**src/rtl/file2bus_pkg.sv**
```systemverilog
// Shared types and default widths for the file-stream to register-bus write controller.
package file2bus_pkg;

    localparam int ADDR_W = 4;
    localparam int DATA_W = 18;
    localparam int WORD_W = ADDR_W + DATA_W;

    typedef enum logic [1:0] {
        ST_IDLE = 2'd0,
        ST_REQ  = 2'd1,
        ST_WR   = 2'd2
    } state_t;

endpackage

```
**src/rtl/f2b_sync_fifo.sv**
```systemverilog
// Single-clock FIFO using read/write pointers plus an occupancy count.
// A push while full is accepted only when a pop happens on the same edge.
module f2b_sync_fifo #(
    parameter int WIDTH = 22,
    parameter int DEPTH = 8
) (
    input  logic                     clk,
    input  logic                     rst_n,
    input  logic                     push,
    input  logic                     pop,
    input  logic [WIDTH-1:0]         din,
    output logic [WIDTH-1:0]         dout,
    output logic                     full,
    output logic                     empty,
    output logic [$clog2(DEPTH):0]   count
);
    localparam int PTR_W = $clog2(DEPTH);
    localparam int CNT_W = PTR_W + 1;

    logic [WIDTH-1:0] mem [DEPTH];
    logic [PTR_W-1:0] wr_ptr;
    logic [PTR_W-1:0] rd_ptr;
    logic             do_push;
    logic             do_pop;

    assign full    = (count == CNT_W'(DEPTH));
    assign empty   = (count == '0);
    assign do_pop  = pop && !empty;
    assign do_push = push && (!full || do_pop);
    assign dout    = mem[rd_ptr];

    always_ff @(posedge clk or negedge rst_n) begin
        if (!rst_n) begin
            wr_ptr <= '0;
            rd_ptr <= '0;
            count  <= '0;
        end else begin
            if (do_push) wr_ptr <= wr_ptr + PTR_W'(1);
            if (do_pop)  rd_ptr <= rd_ptr + PTR_W'(1);
            count <= count + CNT_W'(do_push) - CNT_W'(do_pop);
        end
    end

    // NOTE: storage is deliberately left unreset; the count and pointers alone define validity.
    always_ff @(posedge clk) begin
        if (do_push) mem[wr_ptr] <= din;
    end

endmodule

```
**src/rtl/file2bus_wr_ctrl.sv**
```systemverilog
// Buffers a 22-bit {addr,data} stream and replays each word as an acknowledged
// register-bus write, with req/gnt arbitration, bursting and ack timeout.
module file2bus_wr_ctrl #(
    parameter int ADDR_W      = file2bus_pkg::ADDR_W,
    parameter int DATA_W      = file2bus_pkg::DATA_W,
    parameter int FIFO_DEPTH  = 8,
    parameter int ACK_TIMEOUT = 15
) (
    input  logic                     clk,
    input  logic                     rst_n,
    input  logic                     in_valid,
    input  logic [ADDR_W+DATA_W-1:0] in_data,
    output logic                     bus_req,
    input  logic                     bus_gnt,
    output logic                     bus_wr,
    output logic [ADDR_W-1:0]        bus_addr,
    output logic [DATA_W-1:0]        bus_wdata,
    input  logic                     bus_ack,
    output logic                     busy,
    output logic                     done,
    output logic                     overflow,
    output logic                     err_timeout,
    output logic [15:0]              wr_count
);
    import file2bus_pkg::*;

    localparam int WORD_W = ADDR_W + DATA_W;
    localparam int CNT_W  = $clog2(FIFO_DEPTH) + 1;
    localparam int TO_W   = $clog2(ACK_TIMEOUT + 1);

    state_t            state;
    logic [TO_W-1:0]   to_cnt;
    logic              seen_valid;
    logic [WORD_W-1:0] head;
    logic              fifo_full;
    logic              fifo_empty;
    logic [CNT_W-1:0]  fifo_count;
    logic              to_hit;
    logic              pop;
    logic              push_ok;
    logic              more_after_pop;

    assign to_hit  = (state == ST_WR) && !bus_ack && (to_cnt == TO_W'(ACK_TIMEOUT - 1));
    assign pop     = (state == ST_WR) && (bus_ack || to_hit);
    assign push_ok = in_valid && (!fifo_full || pop);
    // A burst continues when the pop leaves something behind, including a word landing this edge.
    assign more_after_pop = (fifo_count > CNT_W'(1)) || push_ok;

    f2b_sync_fifo #(
        .WIDTH (WORD_W),
        .DEPTH (FIFO_DEPTH)
    ) u_fifo (
        .clk   (clk),
        .rst_n (rst_n),
        .push  (in_valid),
        .pop   (pop),
        .din   (in_data),
        .dout  (head),
        .full  (fifo_full),
        .empty (fifo_empty),
        .count (fifo_count)
    );

    assign bus_addr  = (state == ST_WR) ? head[WORD_W-1:DATA_W] : '0;
    assign bus_wdata = (state == ST_WR) ? head[DATA_W-1:0]      : '0;
    assign busy      = (state != ST_IDLE) || !fifo_empty;

    always_ff @(posedge clk or negedge rst_n) begin
        if (!rst_n) begin
            state       <= ST_IDLE;
            bus_req     <= 1'b0;
            bus_wr      <= 1'b0;
            to_cnt      <= '0;
            wr_count    <= '0;
            seen_valid  <= 1'b0;
            done        <= 1'b0;
            overflow    <= 1'b0;
            err_timeout <= 1'b0;
        end else begin
            if (in_valid) begin
                seen_valid <= 1'b1;
                done       <= 1'b0;
            end else if (seen_valid && fifo_empty && state == ST_IDLE) begin
                done <= 1'b1;
            end

            if (in_valid && !push_ok) overflow <= 1'b1;

            case (state)
                ST_IDLE: begin
                    if (!fifo_empty) begin
                        state   <= ST_REQ;
                        bus_req <= 1'b1;
                    end
                end
                ST_REQ: begin
                    if (bus_gnt) begin
                        state  <= ST_WR;
                        bus_wr <= 1'b1;
                        to_cnt <= '0;
                    end
                end
                ST_WR: begin
                    if (bus_ack) begin
                        wr_count <= wr_count + 16'd1;
                        to_cnt   <= '0;
                        if (!more_after_pop) begin
                            state   <= ST_IDLE;
                            bus_req <= 1'b0;
                            bus_wr  <= 1'b0;
                        end
                    end else if (to_hit) begin
                        err_timeout <= 1'b1;
                        to_cnt      <= '0;
                        state       <= ST_IDLE;
                        bus_req     <= 1'b0;
                        bus_wr      <= 1'b0;
                    end else begin
                        to_cnt <= to_cnt + TO_W'(1);
                    end
                end
                default: begin
                    state   <= ST_IDLE;
                    bus_req <= 1'b0;
                    bus_wr  <= 1'b0;
                end
            endcase
        end
    end

endmodule

```
**config.mk**
```make
export PLATFORM = sky130hd
export DESIGN_NAME = file2bus_wr_ctrl
export DESIGN_NICKNAME = d
export VERILOG_FILES = /design/src/rtl/file2bus_pkg.sv /design/src/rtl/f2b_sync_fifo.sv /design/src/rtl/file2bus_wr_ctrl.sv
export SDC_FILE = /design/constraint.sdc
export NUM_CORES = 1
export LEC_CHECK = 0
export CAP_MARGIN = 20
export CELL_PAD_IN_SITES_DETAIL_PLACEMENT = 0
export CELL_PAD_IN_SITES_GLOBAL_PLACEMENT = 1
export CORE_MARGIN = 2
export CORE_UTILIZATION = 54
export DETAILED_ROUTE_END_ITERATION = 10
export PLACE_DENSITY = 0.92
export SYNTH_ARGS = -nofsm -noshare
export SYNTH_HDL_FRONTEND = slang
export SYNTH_SLANG_ARGS = --single-unit
```
**constraint.sdc**
```tcl
create_clock -name clk -period 10.01 [get_ports clk]
set_input_delay 1.5015 -clock clk [delete_from_list [all_inputs] [get_ports clk]]
set_output_delay 1.5015 -clock clk [all_outputs]
set_load 0.005 [all_outputs]
```
==> results.ini, run 1 <==
[yosys]
avgSynthCellArea_um2 = 19.1
synth_warnings = 0
async_flop_share_pct = 17.8
synth_top_area_share_pct = 62.0
synth.area.top_cells = edfxtp_1, mux4_2, dfrtp_1
synth_area_leader_cell = edfxtp_1
synth-seq-area-share_pct = 73.1
synthCells = 447
synth_cell_types = 47
synth_area_mm2 = 0.00853
ys_ff_latch = 214
synth_nets = 485
synthFlopType = edfxtp_1
synth_edf_count = 176

[critical_path]
r2r_cells = 7
r2r-start = to_cnt[0]
reg2reg_slack_ns = 7.15
crit_path_end_kind = output port
worstReg2RegEnd = u_fifo.mem[1][18]
critical_path.startpoint_type = flop
critPathMaxFanout = 46
crit_required_ns = 8.51
crit_type = reg -> out
arrival_ns = 2.94

[timing]
maxClockFrequency_ghz = 0.225
finClkSkew_ns = 0.0209
setup_violations = 0
fin_hold_ws_ns = 0.474
slew_headroom_pct = 29.3
final.period_utilization_pct = 44.4
fin_crit_ns = 4.44
fin_setup_tns_ns = 0
worst_pin_slew_ns = 1.06
slew_viol_final = 0
finalHoldViolCount = 0
rsz0062_at_grt = no

[detailed_routing]
drt_iter0_markers = 327
via_per_inst = 5.80
vias = 4412
drc_errors = 0
routed_wirelength_um = 16100
detail-route-antenna-nets = 0
drt_pass1_iterations = 4
wl_per_cell_um = 21.1

[clock_network]
cts_buffer_depth = 3
h-tree-depth = 1
tritoncts = yes
postCtsSetupBuffers = 0
path_clk_slew_ns = 0.06
cts_resized = 0
insertion_delay_ns = 0.52
ctsHoldBuffers = 0
root_buffer = clkbuf_16
cts_buffers = 22
cts.sinks = 214

[floorplanning]
die_w_um = 130
rows = 45
io_pins = 71
core_area_mm2 = 0.0153
dieArea_mm2 = 0.0168
start_util_pct = 55.7
die_h_um = 130

[status]
status = finished clean

[global_routing]
overflow = 0
grt_max_degree = 47
grt_pass1_wl_um = 25100
grt_pass1_vias = 4557
antenna_found_initial = 0
grt_use_total_pct = 19.8

[pwr]
p_sw_share_pct = 28.9
p_switching_mw = 0.786
internal_power_mw = 1.93
ir_worst_vdd_uv = 220
leakagePower_nw = 3.53
powerDensity_mw_per_mm2 = 266
pwr-share-clk_pct = 27.5
pwr-share-comb_pct = 28.0
p_seq_share_pct = 44.4

[placed_design]
port_buffers = 70
hpwl_um = 9410
gp_congestion = 0.765

[layout]
final_cell_mix = edfxtp_1, clkdlybuf4s50_1, mux4_2
diodes = 0
layout-drive-gt1-share_pct = 19.8
final_common_cell = edfxtp_1
nFillCells = 992
area_growth_pct = 19.9
nets = 573

[min_path]
min_path_cells = 1
min_to = seen_valid
hp-start = seen_valid
worst_hold_path_type = reg -> reg

[flow_run]
max_cap_violations = 0

-- through the flow --
stage	utilization [%]	std cells	setup WS (ns)	power, mW	instance area (um2)
after global routing	66.8	761	5.36	2.85	10200
after global placement	62.3	721	5.78	1.95	9540
final	66.8	761	5.57	2.72	10200
after detailed placement	62.3	721	5.73	1.99	9540
after floorplan	-	447	5.17	1.72	8530
after CTS	66.7	760	5.51	2.74	10200
-- layout make-up --
cell class	instances	area, um2	share of cell area (%)
sequential	214	6240	61.0
multi-input combinational	204	2210	21.6
timing repair buffer	83	806	7.88
clock buffer	29	587	5.74
tap	211	264	2.58
clock inverter	10	81.3	0.795
inverter	10	37.5	0.367
-- cell families (layout without fill, tap and decap cells) --
| family | after synthesis | after routing | synth area share, % |
|---|---|---|---|
| compound gates | 22 | 22 | 1.91 |
| xor+xnor | 21 | 21 | 2.16 |
| fa+ha+maj | 11 | 11 | 1.70 |
| buf+inv | 29 | 132 | 1.41 |
| flops | 214 | 214 | 73.1 |
| mux | 69 | 69 | 14.6 |
| simple gates | 81 | 81 | 5.06 |
-- worst max-delay path: stages, from the launching register on --
cell,delay [ns]
dfrtp_2,0.34
buf_4,0.70
mux4_2,0.60
mux2i_1,0.24
nor2_1,0.09
clkdlybuf4s50_1,0.46
-- how the worst max path moves through the flow --
stage / to / cells after the start / from
floorplan: u_fifo.mem[1][0] / 4 / bus_ack
global placement: u_fifo.mem[1][5] / 5 / bus_ack
detailed placement: u_fifo.mem[1][0] / 5 / bus_ack
CTS: bus_wdata[4] / 5 / u_fifo.rd_ptr[0]
global route: bus_wdata[4] / 5 / u_fifo.rd_ptr[0]
finish: bus_wdata[7] / 5 / u_fifo.rd_ptr[0]
-- power groups by stage --
stage                     combinational (mW)  clock, mW  sequential (mW)
after floorplan                        0.534          0             1.18
after global routing                   0.828      0.797             1.22
final                                  0.761      0.748             1.21
after CTS                              0.743      0.761             1.23
after detailed placement               0.739          0             1.25
after global placement                 0.720          0             1.23
-- cells in the mapped netlist, types with 5 or more instances --
master    count
ha_1         10
nor3_1        5
mux2i_1      22
a21oi_1       5
mux4_2       44
nor2_1       29
buf_2         9
nand3_1       9
o21ai_0       5
inv_1         9
nand2_1      14
dfrtp_1      38
edfxtp_1    176
clkbuf_1      7
xnor2_1      13
xor2_1        8
-- flip-flops by register name, indices dropped and copies added, names as in the netlist --
signal,cells
u_fifo.count,4
seen_valid,1
u_fifo.mem,176
err_timeout,1
bus_wr,1
overflow,1
u_fifo.rd_ptr,3
u_fifo.wr_ptr,3
state,2
bus_req,1
to_cnt,4
wr_count,16
done,1
-- per-layer routing --
layer  track usage [%]  share of wire [%]  vias to the layer above
li1                  -                  -                     1930
met1              27.6                 41                     2257
met2              32.7                 50                      191
met3              3.47                6.7                       34
met4              5.44                2.0                        0
met5                 0                  0                        -
Power figures use the tool's default switching activity.
==> run 2, diff against run 1 <==
CORE_UTILIZATION = 45   (was 54)
PLACE_DENSITY = 0.82   (was 0.92)
clock period = 3.8 ns   (was 10.01 ns; I/O delays follow)
==> results.ini, run 2 (synthesis gave the netlist of run 1 again) <==
[layout]
layout.cells.non_filler = 787
layout-drive-gt1-share_pct = 19.9
nets = 576
largest_register_ffs = 176
final_cell_mix = edfxtp_1, clkdlybuf4s50_1, mux4_2
top_register = u_fifo.mem
diodes = 0
final_common_cell = edfxtp_1
area_growth_pct = 20.8
top_regs = u_fifo.mem (176), wr_count (16)

[timing]
setup_violations = 0
finalHoldViolCount = 0
maxClockFrequency_ghz = 0.287
final.period_utilization_pct = 91.8
fin_setup_tns_ns = 0
setup_ws_ns = 0.310
rsz0062_at_grt = no
slew_headroom_pct = 57.1
slew_viol_final = 0
finClkSkew_ns = 0.0122
worst_pin_slew_ns = 0.643
fin_crit_ns = 3.49

[global_routing]
antenna_found_initial = 0
grt_pass1_vias = 4692
grt_pass1_wl_um = 25800
overflow = 0
grt_use_total_pct = 16.9
grt_max_degree = 39

[floorplanning]
io_pins = 71
die_h_um = 142
start_util_pct = 45.7
dieArea_mm2 = 0.0201
core_area_mm2 = 0.0186
die_w_um = 142
rows = 50

[critical_path]
critPathMaxFanout = 16
arrival_ns = 2.92
crit_required_ns = 3.23
crit_path_end_kind = output port
crit_type = reg -> out
critical_path.startpoint_type = flop

[clock_network]
tritoncts = yes
cts_buffer_depth = 3
cts_resized = 0
cts_buffers = 23
postCtsSetupBuffers = 0
path_clk_slew_ns = 0.06
h-tree-depth = 1
insertion_delay_ns = 0.52
root_buffer = clkbuf_16
ctsHoldBuffers = 0
cts.sinks = 214

[min_path]
worst_hold_path_type = reg -> reg

[detailed_routing]
drc_errors = 0
via_per_inst = 5.47
drt_iter0_markers = 243
detail-route-antenna-nets = 0
vias = 4305
wl_per_cell_um = 20.7
drt_pass1_iterations = 5
routed_wirelength_um = 16300

[placed_design]
placedCellCount = 747
port_buffers = 70
hpwl_um = 9440
place_ws_ns = 0.793
gp_congestion = 0.786

[status]
status = finished clean

[pwr]
ir_worst_vdd_uv = 505
powerDensity_mw_per_mm2 = 703
leakagePower_nw = 3.56

[flow_run]
max_cap_violations = 0

[run 2: cell types whose count changed in the layout (fill, tap and decap cells not counted), sizes merged]
cell / previous run / this run
buf: 14 / 15
bufinv: 0 / 1
clkbuf: 29 / 30
clkdlybuf4s50: 69 / 70
clkinv: 8 / 7
clkinvlp: 1 / 0
inv: 11 / 12
[run 2: worst max-delay path: stages (launching register included)]
cell and delay, ns:
dfrtp_2 0.75, buf_4 0.38, mux4_2 0.55, mux2i_1 0.20, nor2_1 0.07, clkdlybuf4s50_1 0.46
[run 2: power breakdown]
| group | switching, mW | leakage [nW] | internal [mW] |
|---|---|---|---|
| combinational | 0.900 | 1.15 | 1.05 |
| clock | 0.858 | 0.342 | 1.19 |
| sequential | 0.296 | 2.07 | 2.95 |
[run 2: final cells by class]
type / instances / area [um2]
clock buffers: 30 / 602
clock inverters: 10 / 92.6
flip-flops and latches: 214 / 6240
fillers: 1422 / 8340
well taps: 234 / 293
repair buffers: 85 / 826
multi-input cells: 204 / 2210
inverters: 10 / 37.5
[run 2: stage by stage]
step	total power, mW	hold slack [ns]	util [%]	instance area (um2)
final	7.24	0.473	55.3	10300
after global routing	7.63	0.492	55.3	10300
after CTS	7.34	0.475	55.3	10300
after detailed placement	5.27	0.464	51.5	9610
after global placement	5.19	0.456	51.5	9610
after floorplan	4.52	0.274	-	8530
[run 2: path summary, 6_finish.rpt]
| check | start | end | slack (ns) | depth (start not counted) |
|---|---|---|---|---|
| worst max-delay path | u_fifo.rd_ptr[0] | bus_wdata[2] | 0.31 | 5 |
| worst min-delay path | wr_count[15] | wr_count[15] | 0.47 | 1 |
| worst max register to register | u_fifo.count[2] | u_fifo.count[2] | 1.30 | 9 |
| worst min register to register | wr_count[15] | wr_count[15] | 0.47 | 1 |
| max in group asynchronous | rst_n | u_fifo.rd_ptr[1] | 2.95 | 2 |
| min in group asynchronous | rst_n | wr_count[12] | 0.49 | 2 |
[run 2: per-layer routing]
metal / track usage (%) / part of all wire [%] / up-vias
li1: - / - / 1934
met1: 22.8 / 44 / 2226
met2: 28.9 / 50 / 123
met3: 3.07 / 5.0 / 22
met4: 4.00 / 1.9 / 0
met5: 0 / 0 / -
